==> src/rtl/wb_bram_arbiter.sv <==
// Two-master Wishbone arbiter in front of the shared BlockRAM slave.
// Round-robin grant held until cyc drops, plus per-access ack watchdog.
module wb_bram_arbiter #(
    parameter int ADR_W   = 32,
    parameter int TIMEOUT = 16
) (
    input  logic             clk,
    input  logic             nrst,
    input  logic             m0_cyc,
    input  logic             m0_stb,
    input  logic             m0_we,
    input  logic [ADR_W-1:0] m0_adr,
    input  logic [3:0]       m0_sel,
    input  logic [31:0]      m0_dat_ms,
    output logic [31:0]      m0_dat_sm,
    output logic             m0_ack,
    output logic             m0_err,
    input  logic             m1_cyc,
    input  logic             m1_stb,
    input  logic             m1_we,
    input  logic [ADR_W-1:0] m1_adr,
    input  logic [3:0]       m1_sel,
    input  logic [31:0]      m1_dat_ms,
    output logic [31:0]      m1_dat_sm,
    output logic             m1_ack,
    output logic             m1_err,
    output logic             s_cyc,
    output logic             s_stb,
    output logic             s_we,
    output logic [ADR_W-1:0] s_adr,
    output logic [3:0]       s_sel,
    output logic [31:0]      s_dat_ms,
    input  logic [31:0]      s_dat_sm,
    input  logic             s_ack
);

    typedef enum logic [1:0] {
        IDLE = 2'd0,
        G0   = 2'd1,
        G1   = 2'd2
    } grant_e;

    // Counter must reach TIMEOUT-1; +2 keeps at least one bit when disabled.
    localparam int WD_W = $clog2(TIMEOUT + 2);
    localparam int TMAX = (TIMEOUT > 0) ? TIMEOUT - 1 : 0;
    localparam logic [WD_W-1:0] WD_MAX = TMAX[WD_W-1:0];
    localparam logic WD_EN = (TIMEOUT != 0);

    grant_e          grant_q;
    logic            last_q;
    logic [WD_W-1:0] wdog_q;
    logic [WD_W-1:0] wdog_d;
    logic            stb_raw;
    logic            wd_fire;
    logic            gnt0;
    logic            gnt1;

    assign gnt0 = (grant_q == G0);
    assign gnt1 = (grant_q == G1);

    // Route the granted master onto the slave port; IDLE drives all zero.
    always_comb begin
        s_cyc    = 1'b0;
        stb_raw  = 1'b0;
        s_we     = 1'b0;
        s_adr    = '0;
        s_sel    = 4'h0;
        s_dat_ms = 32'h0;
        unique case (grant_q)
            G0: begin
                s_cyc    = m0_cyc;
                stb_raw  = m0_cyc & m0_stb;
                s_we     = m0_we;
                s_adr    = m0_adr;
                s_sel    = m0_sel;
                s_dat_ms = m0_dat_ms;
            end
            G1: begin
                s_cyc    = m1_cyc;
                stb_raw  = m1_cyc & m1_stb;
                s_we     = m1_we;
                s_adr    = m1_adr;
                s_sel    = m1_sel;
                s_dat_ms = m1_dat_ms;
            end
            default: ;
        endcase
    end

    // An ack arriving on the last allowed cycle beats the timeout.
    assign wd_fire = WD_EN & (wdog_q == WD_MAX) & stb_raw & ~s_ack;
    assign s_stb   = stb_raw & ~wd_fire;

    assign m0_ack = s_ack & gnt0;
    assign m1_ack = s_ack & gnt1;
    assign m0_err = wd_fire & gnt0;
    assign m1_err = wd_fire & gnt1;

    assign m0_dat_sm = s_dat_sm;
    assign m1_dat_sm = s_dat_sm;

    // Count cycles a strobe has waited; any gap, ack or fire restarts it.
    always_comb begin
        wdog_d = '0;
        if (s_stb && !s_ack) begin
            wdog_d = wdog_q + WD_W'(1);
        end
    end

    // Watchdog counter register.
    always_ff @(posedge clk or negedge nrst) begin
        if (!nrst) begin
            wdog_q <= '0;
        end else begin
            wdog_q <= wdog_d;
        end
    end

    // Grant FSM: hold until cyc drops, hand over directly, alternate on ties.
    always_ff @(posedge clk or negedge nrst) begin
        if (!nrst) begin
            grant_q <= IDLE;
            last_q  <= 1'b1;
        end else begin
            unique case (grant_q)
                IDLE: begin
                    if (m0_cyc && m1_cyc) begin
                        grant_q <= last_q ? G0 : G1;
                    end else if (m0_cyc) begin
                        grant_q <= G0;
                    end else if (m1_cyc) begin
                        grant_q <= G1;
                    end
                end
                G0: begin
                    if (!m0_cyc) begin
                        last_q  <= 1'b0;
                        grant_q <= m1_cyc ? G1 : IDLE;
                    end
                end
                G1: begin
                    if (!m1_cyc) begin
                        last_q  <= 1'b1;
                        grant_q <= m0_cyc ? G0 : IDLE;
                    end
                end
                default: grant_q <= IDLE;
            endcase
        end
    end

endmodule
==> config.mk <==
export PLATFORM = sky130hd
export DESIGN_NAME = wb_bram_arbiter
export DESIGN_NICKNAME = d
export VERILOG_FILES = /design/src/rtl/wb_bram_arbiter.sv
export SDC_FILE = /design/constraint.sdc
export NUM_CORES = 1
export LEC_CHECK = 0
export CAP_MARGIN = 20
export CORE_AREA = 2 2 123 125
export DETAILED_ROUTE_END_ITERATION = 12
export DIE_AREA = 0 0 125 127
export SYNTH_ARGS = -nofsm -noshare
export SYNTH_HDL_FRONTEND = slang
export SYNTH_SLANG_ARGS = --single-unit
==> constraint.sdc <==
create_clock -name clk -period 1.61 [get_ports clk]
set_input_delay 0.161 -clock clk [delete_from_list [all_inputs] [get_ports clk]]
set_output_delay 0.161 -clock clk [all_outputs]
set_load 0.005 [all_outputs]
==> results by group, run 1 <==
STA
  • Worst Skew: 0.00281 ns
  • Max Slew Vio Count: 0
  • Final setup viols: 82
  • Hold WS: 0.229 ns
  • RSZ-0062 raised after global routing: true
  • Tmin final: 1.90 ns
  • Slew @ Worst Pin: 0.405 ns
  • Max Freq: 0.528 GHz
  • Final hold violation count: 0
  • Max transition margin: 0.729
  • Final worst-path cycle share: 1.18
  • Final worst slack: -0.285 ns

Critical path
  • CP top delay family: buffers and inverters
  • Crit-path max FO: 19
  • Worst Setup End Kind: output pin
  • CP Class: flop to output pin
  • Crit path launch type: flop
  • Worst Path Required: 1.45 ns
  • WP data arrival: 1.73 ns
  • CP Cell Sequence: buf_6, ha_4, buf_4, buf_12, a22oi_2, nor2b_1, dlygate4sd2_1
  • Worst path buffer plus inverter count: 4
  • Slowest cell on the critical path: dfrtp_1
  • Max incr delay on CP: 0.41 ns

Drt
  • DRC: 0
  • DR vias/cell: 4.33
  • Post-DRT Antenna Nets: 0
  • DR WL/cell: 19.7 µm
  • Drt pass-1 iters: 4
  • Via Count: 2956
  • DRT iter0 DRCs: 79
  • Routed WL: 13.5 mm

Finish
  • Multi-input gate area: 0.00176 mm²
  • Area occupied by registers: 201 µm²
  • Antenna cell count: 0
  • Fillers: 1432
  • Layout Nets: 683
  • Area growth from synthesis to layout: 153%
  • Share of cells above drive strength 1: 0.503

Die
  • Core area: 0.0144 mm²
  • Die Wd: 125 µm
  • # rows: 44
  • Ports: 316
  • Die area: 0.0159 mm²
  • Initial Utilization: 0.147
  • Die Y: 127 µm

Power
  • Reg power frac: 0.033
  • Static Leakage: 2.10 nW
  • Total power: 0.00846 W
  • Logic pwr share: 0.916
  • Fraction of power spent switching nets: 0.381
  • Net Switching: 0.00322 W
  • Internal power: 0.00524 W
  • Peak VDD IR: 1.08 mV
  • Clock Power Share: 0.051
  • PwrDens: 1570 mW/mm²

Yosys
  • Syn_nets: 471
  • Post-synth EDFFs: 0
  • Synth cell types: 28
  • Sequential share of the synthesized area: 0.0948
  • Commonest register cell after synthesis: dfrtp_1
  • Avg Inst Size Synth: 7.38 µm²
  • Yosys warning count: 0
  • Synth Cell Area: 0.00213 mm²
  • Asr flop ratio synth: 1.00
  • Post-Syn Instances: 288
  • Synthesized flop and latch total: 8

Placement
  • IO Port Bufs: 219
  • Final Wtd Congestion: 0.828
  • HPWL after DPL: 7.77 mm
  • Post-Place Setup Slack: -0.324 ns

Clock tree
  • Hold_buf cts: 0
  • Clock sink count: 8
  • CTS tree: built
  • Htree depth: 1
  • CTS Buf Count: 3
  • Maximum clock path buffer count: 2
  • Clk_lat worst skew: 0.23 ns
  • Root buf cell: clkbuf_16
  • Worst-path clk slew: 0.04 ns

Job
  • Maxcap violations: 0

Global routing
  • First-pass GRT wire length: 18.4 mm
  • Initial antenna violation count: 0
  • Largest net degree at the start of global routing: 40
  • Vias in the first global route: 3165
  • Grt ovf: 0
  • Total track usage: 0.147

Status
  • Run status: finished, violations left
  • Failing checks: negative setup slack

Min path
  • Hold Path Class: input port to async pin
[routing by layer]
metal,vias up,GRT usage,share of wire
met5,-,0,0
met4,0,0.0235,0.0077
met3,8,0.0419,0.082
met2,172,0.271,0.50
met1,1403,0.172,0.41
li1,1373,-,-
[cell usage after synthesis, types with 2 or more instances]
| cell | count | area [µm²] |
|---|---|---|
| ha_1 | 6 | 75.1 |
| and2_1 | 2 | 12.5 |
| o21ai_0 | 3 | 15.0 |
| nand3_1 | 3 | 15.0 |
| a22oi_1 | 69 | 518 |
| buf_6 | 4 | 45.0 |
| nor3_1 | 2 | 10.0 |
| clkbuf_1 | 7 | 26.3 |
| o21ai_2 | 2 | 17.5 |
| inv_1 | 7 | 26.3 |
| nand2b_1 | 2 | 12.5 |
| and3_1 | 3 | 18.8 |
| dfrtp_1 | 7 | 175 |
| a21oi_1 | 3 | 15.0 |
| nor2b_1 | 71 | 444 |
| nor2_1 | 8 | 30.0 |
| buf_4 | 64 | 480 |
| buf_2 | 15 | 75.1 |
[path summary, 6_finish.rpt]
path,startpoint,to,slack [ns],cells past startpoint
setup / recovery,grant_q[0],s_dat_ms[31],-0.29,7
hold / removal,nrst,wdog_q[4],0.23,1
setup reg to reg,grant_q[1],grant_q[0],-0.21,9
hold reg to reg,last_q,last_q,0.51,2
max in group asynchronous,nrst,last_q,1.06,1
min in group clk,s_dat_sm[1],m1_dat_sm[1],0.32,0
[through the flow]
stage | instances | setup TNS, ns | area [µm²] | util
finish | 683 | -16.20 | 5390 | 0.373
global placement | 624 | -17.26 | 4180 | 0.290
CTS | 672 | -16.67 | 5140 | 0.357
floorplan | 288 | 0 | 2130 | -
detailed placement | 624 | -18.26 | 4180 | 0.290
global route | 683 | -21.54 | 5390 | 0.373
[cells by family after synthesis]
family,synth area share
XOR/XNOR,0.00824
flip-flops,0.0948
AO/OA/AOI/OAI,0.287
AND/OR/NAND/NOR,0.267
buffers and inverters,0.307
adder cells (fa/ha/maj),0.0353
[cell usage in the layout (no fill, tap or decap), types with 2 or more instances in the layout]
| cell type | n |
|---|---|
| buf_2 | 63 |
| o21ai_0 | 3 |
| clkbuf_16 | 8 |
| a22oi_2 | 69 |
| inv_1 | 5 |
| clkdlybuf4s15_1 | 4 |
| buf_8 | 5 |
| o21ai_4 | 3 |
| ha_1 | 2 |
| clkdlybuf4s50_1 | 144 |
| and2_4 | 2 |
| buf_4 | 16 |
| buf_12 | 15 |
| nor2b_1 | 61 |
| nand3_1 | 3 |
| dfrtp_1 | 7 |
| inv_2 | 2 |
| nand2b_1 | 2 |
| ha_4 | 3 |
| and3_4 | 2 |
| a21oi_1 | 2 |
| nor2_1 | 6 |
| clkbuf_2 | 5 |
| nor2b_2 | 8 |
| buf_16 | 12 |
| buf_6 | 27 |
| nor2b_4 | 2 |
| nor2_2 | 2 |
[power by group through the flow]
stage	Combinational (W)	Sequential [W]	Clock (W)
final	0.00775	0.000282	0.000429
after global routing	0.00821	0.000288	0.000449
after CTS	0.00682	0.000279	0.000432
after detailed placement	0.00433	0.000274	0
after global placement	0.00428	0.000274	0
after floorplan	0.00231	0.000275	0
[cell type report]
class | count | area share
flip-flops and latches | 8 | 0.0374
inverters | 7 | 0.00488
well taps | 184 | 0.0427
clock buffers | 4 | 0.0146
multi-input cells | 183 | 0.328
repair buffers | 297 | 0.573
[what timing repair did]
action,CTS,global route
resized for setup,384,46
endpoints found under the setup margin,77,83
buffers inserted,32,6
pin swaps,29,32
gates cloned,13,7
[registers in the layout (all words and copies together) (netlist names)]
signal   flops
wdog_q       5
grant_q      2
last_q       1
[worst register-to-register path, delay by kind of cell, from the launching register on]
kind            cells  cell delay [ns]
flops               1             0.41
fa+ha+maj           1             0.19
buf+inv             5             0.67
compound gates      3             0.43
Power figures use the tool's default switching activity.
==> run 2, diff against run 1 <==
Settings changed: PLACE_DENSITY set to 0.57.
==> run 2 against run 1 <==
Compared with the run above:
- the run still ends with negative setup slack left
- largest cell class unchanged
- largest power group unchanged
- register-to-register slack lost 0.05 ns
- wire length grew 0.76%
- critical endpoint is now s_dat_ms[15]
- clock power is essentially flat
==> results by group, run 2 (synthesis gave the netlist of run 1 again) <==
Drt
  • DR vias/cell: 4.40 (was 4.33)
  • DRC: 0 (unchanged)
  • Post-DRT Antenna Nets: 0 (unchanged)
  • DRT iter0 DRCs: 120 (was 79)
  • Routed WL: 13.6 mm (was 13.5 mm)
  • DR WL/cell: 20.0 µm (was 19.7 µm)
  • Drt pass-1 iters: 5 (was 4)
  • Via Count: 2980 (was 2956)

Finish
  • Post-route cell area: 0.00553 mm² (was 0.00539 mm²)
  • Area growth from synthesis to layout: 160% (was 153%)
  • Largest registers: wdog_q x5, grant_q x2, last_q x1 (unchanged)
  • Share of cells above drive strength 1: 0.520 (was 0.503)
  • Fillers: 1425 (was 1432)
  • Commonest non-fill, non-tap cell in the layout: clkdlybuf4s50_1 (unchanged)
  • Layout Nets: 678 (was 683)
  • Antenna cell count: 0 (unchanged)
  • Highest-count cells in the layout ignoring fill and taps: clkdlybuf4s50_1, buf_2, a22oi_2, nor2b_4, nor2b_1 (was clkdlybuf4s50_1, a22oi_2, buf_2)
  • Max reg flops: 5 (unchanged)
  • Largest Register: wdog_q (unchanged)

Power
  • Logic pwr share: 0.926 (was 0.916)
  • Clock Power Share: 0.044 (was 0.051)
  • Net Switching: 0.00361 W (was 0.00322 W)
  • Reg power frac: 0.030 (was 0.033)
  • Internal power: 0.00616 W (was 0.00524 W)
  • Peak VDD IR: 0.911 mV (was 1.08 mV)
  • Fraction of power spent switching nets: 0.370 (was 0.381)
  • PwrDens: 1770 mW/mm² (was 1570 mW/mm²)
  • Static Leakage: 2.23 nW (was 2.10 nW)

Critical path
  • Worst Setup End Kind: output pin (unchanged)
  • CP Class: flop to output pin (unchanged)
  • Worst R2R Path Depth: 10 (was 9)
  • Worst Setup SP: grant_q[0] (unchanged)
  • Worst Path Required: 1.45 ns (about the same)
  • Crit-path max FO: 7 (was 19)
  • Crit path launch type: flop (unchanged)
  • WP data arrival: 1.76 ns (was 1.73 ns)
  • R2R Path Start: grant_q[0] (was grant_q[1])
  • Worst setup path endpoint: s_dat_ms[15] (was s_dat_ms[31])
  • Terminus of the critical flop-to-flop path: wdog_q[1] (was grant_q[0])
  • Register-to-register setup slack: -0.26 ns (was -0.21 ns)

Clock tree
  • CTS Buf Count: 3 (unchanged)
  • CTS tree: built (unchanged)
  • Clk_lat worst skew: 0.23 ns (about the same)
  • Root buf cell: clkbuf_16 (unchanged)
  • Htree depth: 1 (unchanged)
  • Clock sink count: 8 (unchanged)
  • Hold_buf cts: 0 (unchanged)
  • Worst-path clk slew: 0.04 ns (about the same)
  • Maximum clock path buffer count: 2 (unchanged)

Die
  • Initial Utilization: 0.147 (unchanged)
  • Ports: 316 (unchanged)
  • # rows: 44 (unchanged)
  • Core area: 0.0144 mm² (unchanged)
  • Die area: 0.0159 mm² (unchanged)
  • Die Y: 127 µm (unchanged)
  • Die Wd: 125 µm (unchanged)

STA
  • Hold WS: 0.210 ns (was 0.229 ns)
  • Tmin final: 1.92 ns (was 1.90 ns)
  • Setup TNS: -20.85 ns (was -16.20 ns)
  • Slew @ Worst Pin: 0.367 ns (was 0.405 ns)
  • Final hold violation count: 0 (unchanged)
  • RSZ-0062 raised after global routing: true (unchanged)
  • Final setup viols: 80 (was 82)
  • Max transition margin: 0.755 (was 0.729)
  • Max Freq: 0.520 GHz (was 0.528 GHz)
  • Max Slew Vio Count: 0 (unchanged)
  • Final worst-path cycle share: 1.19 (was 1.18)
  • Final worst slack: -0.313 ns (was -0.285 ns)
  • Worst Skew: 0.00341 ns (was 0.00281 ns)

Status
  • Failing checks: negative setup slack (unchanged)
  • Run status: finished, violations left (unchanged)

Placement
  • Final Wtd Congestion: 0.913 (was 0.828)
  • Area after DPL: 0.00417 mm² (was 0.00418 mm²)
  • IO Port Bufs: 219 (unchanged)
  • HPWL after DPL: 7.26 mm (was 7.77 mm)

Min path
  • Hold Path Class: input port to async pin (unchanged)

Global routing
  • Vias in the first global route: 3109 (was 3165)
  • Grt ovf: 0 (unchanged)
  • Total track usage: 0.151 (was 0.147)
  • First-pass GRT wire length: 18.8 mm (was 18.4 mm)
  • Largest net degree at the start of global routing: 16 (was 40)
  • Initial antenna violation count: 0 (unchanged)

Job
  • Maxcap violations: 0 (unchanged)
run 2: cell types whose count changed in the layout (fill, tap and decap cells not counted), moves of 3 or more:
cell,change
clkbuf_2,-5
buf_8,+4
nor2b_2,-8
nor2b_1,-32
a22oi_1,+27
clkdlybuf4s15_1,-4
buf_6,-4
buf_2,+4
buf_16,+3
nor2b_4,+40
a22oi_2,-27
run 2: power by group through the flow:
stage	sequential [W]	clock, W	combinational (W)
floorplan	0.000275	0	0.00231
global placement	0.000280	0	0.00429
detailed placement	0.000280	0	0.00433
CTS	0.000287	0.000434	0.00832
global route	0.000293	0.000453	0.00949
finish	0.000289	0.000432	0.00905
run 2: final cells by class:
type	instances	area [µm²]	share of cell area
Inverter	7	28.8	0.00520
Timing Repair Buffer	292	3100	0.560
Tap cell	184	230	0.0416
Sequential cell	8	201	0.0364
Multi-Input combinational cell	183	1900	0.343
Clock buffer	4	78.8	0.0142
run 2: worst min path at each step:
stage	start	end	depth (start not counted)
floorplan	nrst	grant_q[0]	0
global placement	s_dat_sm[15]	m0_dat_sm[15]	0
detailed placement	s_dat_sm[15]	m0_dat_sm[15]	0
CTS	nrst	wdog_q[4]	1
global route	nrst	grant_q[0]	1
finish	nrst	wdog_q[4]	1
run 2: through the flow:
| step | util | cells | setup slack [ns] | power [W] |
|---|---|---|---|---|
| 2_1_floorplan | - | 288 | 0.150 | 0.00258 |
| 3_3_place_gp | 0.289 | 623 | -0.340 | 0.00457 |
| 3_5_place_dp | 0.289 | 623 | -0.347 | 0.00461 |
| 4_1_cts | 0.360 | 676 | -0.282 | 0.00904 |
| 5_1_grt | 0.384 | 678 | -0.373 | 0.0102 |
| 6_report | 0.384 | 678 | -0.313 | 0.00977 |
run 2: timing repair:
item                                    4_1_cts  5_1_grt
endpoints found under the setup margin       80       83
setup buffers                                30        4
pin swaps                                    15       17
cloned                                       20        4
gates resized for setup                     408       62
hold endpoints to repair                      0        0
run 2: worst max-delay path, cell delays in order (launching register included):
cell and delay (ns):
dfrtp_1 0.41, inv_2 0.09, buf_6 0.13, ha_4 0.26, buf_6 0.13, buf_8 0.13, buf_16 0.13, nor2b_4 0.12
buf_2 0.13
run 2: routing by layer:
metal | routed length, µm | vias up | global-route usage
met5 | 0 | - | 0
met4 | 176 | 0 | 0.0294
met3 | 687 | 17 | 0.0247
met2 | 7060 | 116 | 0.274
met1 | 5630 | 1481 | 0.190
li1 | - | 1366 | -
==> run 3, diff against run 2 <==
Settings changed: CORE_AREA 2 2 123 125 to 3 3 120 122, DIE_AREA 0 0 125 127 to 0 0 123 125, PLACE_DENSITY 0.57 to 0.6.
==> run 3 against run 2 <==
Compared with the run above:
- the flow still finishes with violations (negative setup slack)
- sequential cell count stayed put
- maximum frequency is 2.8% higher
- final area is 6.6% lower
- global-route usage is 0.87 points lower
- sequential share of layout area is 0.26 points higher
- register-to-register slack better by 0.16 ns
- sequential power is 2% lower
- critical path depth stayed put
- non-clock buffer count is 11 lower
- hold slack better by 0.0090 ns
- utilization is 0.51 points higher
- critical endpoint is now s_dat_ms[0]
==> results by group, run 3 (synthesis gave the netlist of run 1 again) <==
Status
  • Run status: finished, violations left (unchanged)
  • Failing checks: negative setup slack (unchanged)

Finish
  • Commonest non-fill, non-tap cell in the layout: clkdlybuf4s50_1 (unchanged)
  • Area growth from synthesis to layout: 143% (was 160%)
  • Post-route cell area: 0.00517 mm² (was 0.00553 mm²)
  • Antenna cell count: 0 (unchanged)
  • Layout Nets: 667 (was 678)
  • Largest registers: wdog_q x5, grant_q x2, last_q x1 (unchanged)
  • Max reg flops: 5 (unchanged)
  • Largest Register: wdog_q (unchanged)
  • Highest-count cells in the layout ignoring fill and taps: clkdlybuf4s50_1, a22oi_2, nor2b_1 (was clkdlybuf4s50_1, buf_2, a22oi_2, nor2b_4, nor2b_1)
  • Share of cells above drive strength 1: 0.497 (was 0.520)

Die
  • Ports: 316 (unchanged)
  • Initial Utilization: 0.160 (was 0.147)
  • Die Y: 125 µm (was 127 µm)
  • # rows: 42 (was 44)
  • Die Wd: 123 µm (was 125 µm)
  • Core area: 0.0133 mm² (was 0.0144 mm²)
  • Die area: 0.0154 mm² (was 0.0159 mm²)

Min path
  • Hold Path Class: input port to async pin (unchanged)

Critical path
  • Worst Path Required: 1.45 ns (about the same)
  • Worst Setup End Kind: output pin (unchanged)
  • Crit-path max FO: 8 (was 7)
  • R2R Path Start: grant_q[0] (unchanged)
  • Terminus of the critical flop-to-flop path: grant_q[1] (was wdog_q[1])
  • Register-to-register setup slack: -0.10 ns (was -0.26 ns)
  • WP data arrival: 1.71 ns (was 1.76 ns)
  • Crit path launch type: flop (unchanged)
  • Worst R2R Path Depth: 9 (was 10)
  • CP Class: flop to output pin (unchanged)

Power
  • Total power: 0.00788 W (was 0.00977 W)
  • Peak VDD IR: 1.09 mV (was 0.911 mV)
  • PwrDens: 1530 mW/mm² (was 1770 mW/mm²)
  • Static Leakage: 2.00 nW (was 2.23 nW)

Drt
  • Routed WL: 12.8 mm (was 13.6 mm)
  • DR vias/cell: 4.39 (was 4.40)
  • DR WL/cell: 19.4 µm (was 20.0 µm)
  • Drt pass-1 iters: 4 (was 5)
  • DRT iter0 DRCs: 107 (was 120)
  • Post-DRT Antenna Nets: 0 (unchanged)
  • DRC: 0 (unchanged)
  • Via Count: 2892 (was 2980)

Global routing
  • Met2 usage: 0.278 (was 0.274)
  • Initial antenna violation count: 0 (unchanged)
  • Global route hottest layer: met2 (unchanged)
  • First-pass GRT wire length: 17.4 mm (was 18.8 mm)
  • Grt ovf: 0 (unchanged)
  • Met3 GRT Util: 0.0230 (was 0.0247)
  • Largest net degree at the start of global routing: 39 (was 16)
  • Total track usage: 0.143 (was 0.151)
  • M1 GR Usage: 0.158 (was 0.190)
  • Vias in the first global route: 3019 (was 3109)

Placement
  • Final Wtd Congestion: 0.809 (was 0.913)
  • HPWL after DPL: 7.83 mm (was 7.26 mm)
  • Post-Place Setup Slack: -0.355 ns (was -0.347 ns)
  • Area after DPL: 0.00414 mm² (was 0.00417 mm²)
  • IO Port Bufs: 219 (unchanged)

Clock tree
  • CTS tree: built (unchanged)
  • CTS Buf Count: 3 (unchanged)
  • Htree depth: 1 (unchanged)
  • Clk_lat worst skew: 0.23 ns (about the same)
  • Clock sink count: 8 (unchanged)
  • Worst-path clk slew: 0.04 ns (about the same)
  • Root buf cell: clkbuf_16 (unchanged)
  • Maximum clock path buffer count: 2 (unchanged)

Job
  • Maxcap violations: 0 (unchanged)

STA
  • Final hold violation count: 0 (unchanged)
  • Worst Skew: 0.00168 ns (was 0.00341 ns)
  • RSZ-0062 raised after global routing: true (unchanged)
  • Slew @ Worst Pin: 0.381 ns (was 0.367 ns)
  • Max Freq: 0.535 GHz (was 0.520 GHz)
  • Tmin final: 1.87 ns (was 1.92 ns)
  • Final setup viols: 76 (was 80)
  • Max Slew Vio Count: 0 (unchanged)
  • Final worst slack: -0.261 ns (was -0.313 ns)
  • Final worst-path cycle share: 1.16 (was 1.19)
  • Max transition margin: 0.745 (was 0.755)
-- run 3: changes by cell type in the layout (fill, tap and decap cells not counted), moves of 2 or more --
cell,before,now
nor2b_4,42,6
nor2b_1,29,57
buf_4,16,10
buf_8,9,6
clkdlybuf4s15_2,0,3
nor2b_2,0,8
clkdlybuf4s15_1,0,2
buf_2,67,55
clkbuf_2,0,12
a22oi_1,27,0
buf_16,15,10
a22oi_2,42,69
-- run 3: area by class of cell --
cell class                 count  area, µm²
clock buffer                   4       78.8
sequential                     8        201
multi-input combinational    183       1770
inverter                       7       26.3
fill                        1317       8130
tap                          176        220
timing repair buffer         281       2870
-- run 3: worst max path at each step --
stage | from | endpoint | slack, ns | cells past startpoint
6_report | grant_q[1] | s_dat_ms[0] | -0.26 | 8
5_1_grt | grant_q[1] | m0_err | -0.32 | 8
4_1_cts | grant_q[1] | s_dat_ms[16] | -0.26 | 8
3_5_place_dp | grant_q[1] | s_dat_ms[5] | -0.35 | 6
3_3_place_gp | grant_q[1] | s_dat_ms[5] | -0.33 | 6
2_1_floorplan | wdog_q[0] | wdog_q[2] | 0.15 | 6
-- run 3: layer usage --
metal / up-vias / part of all wire / wire [µm]
met1: 1397 / 0.38 / 4850
met3: 18 / 0.073 / 933
met2: 134 / 0.53 / 6800
met5: - / 0 / 0
li1: 1343 / - / -
met4: 0 / 0.016 / 210
-- run 3: report_power, final --
part	switching [W]	internal, W	total (W)
Clock	0.000103	0.000330	0.000433
Sequential	0.0000375	0.000246	0.000283
Combinational	0.00292	0.00425	0.00716
Total	0.00306	0.00482	0.00788
-- run 3: worst max-delay path, cell delays in order, from the launching register on --
cell,delay (ns)
dfrtp_1,0.41
buf_6,0.14
ha_4,0.18
buf_6,0.12
buf_8,0.13
buf_12,0.14
a22oi_2,0.15
nor2b_1,0.07
buf_2,0.13
-- run 3: per-stage QoR --
| stage | utilization | std cells | hold slack (ns) | setup TNS, ns |
|---|---|---|---|---|
| after floorplan | - | 288 | -0.135 | 0 |
| after global placement | 0.311 | 614 | 0.322 | -20.06 |
| after detailed placement | 0.311 | 614 | 0.322 | -22.04 |
| after CTS | 0.368 | 650 | 0.226 | -14.61 |
| after global routing | 0.389 | 659 | 0.242 | -18.69 |
| final | 0.389 | 659 | 0.218 | -14.99 |
-- run 3: repair_timing --
item,CTS,global route
endpoints found under the setup margin,75,83
gates cloned,10,6
resized for setup,375,53
hold buffers,0,0
hold endpoints to repair,0,0
pin swaps,23,33
setup buffers,23,4
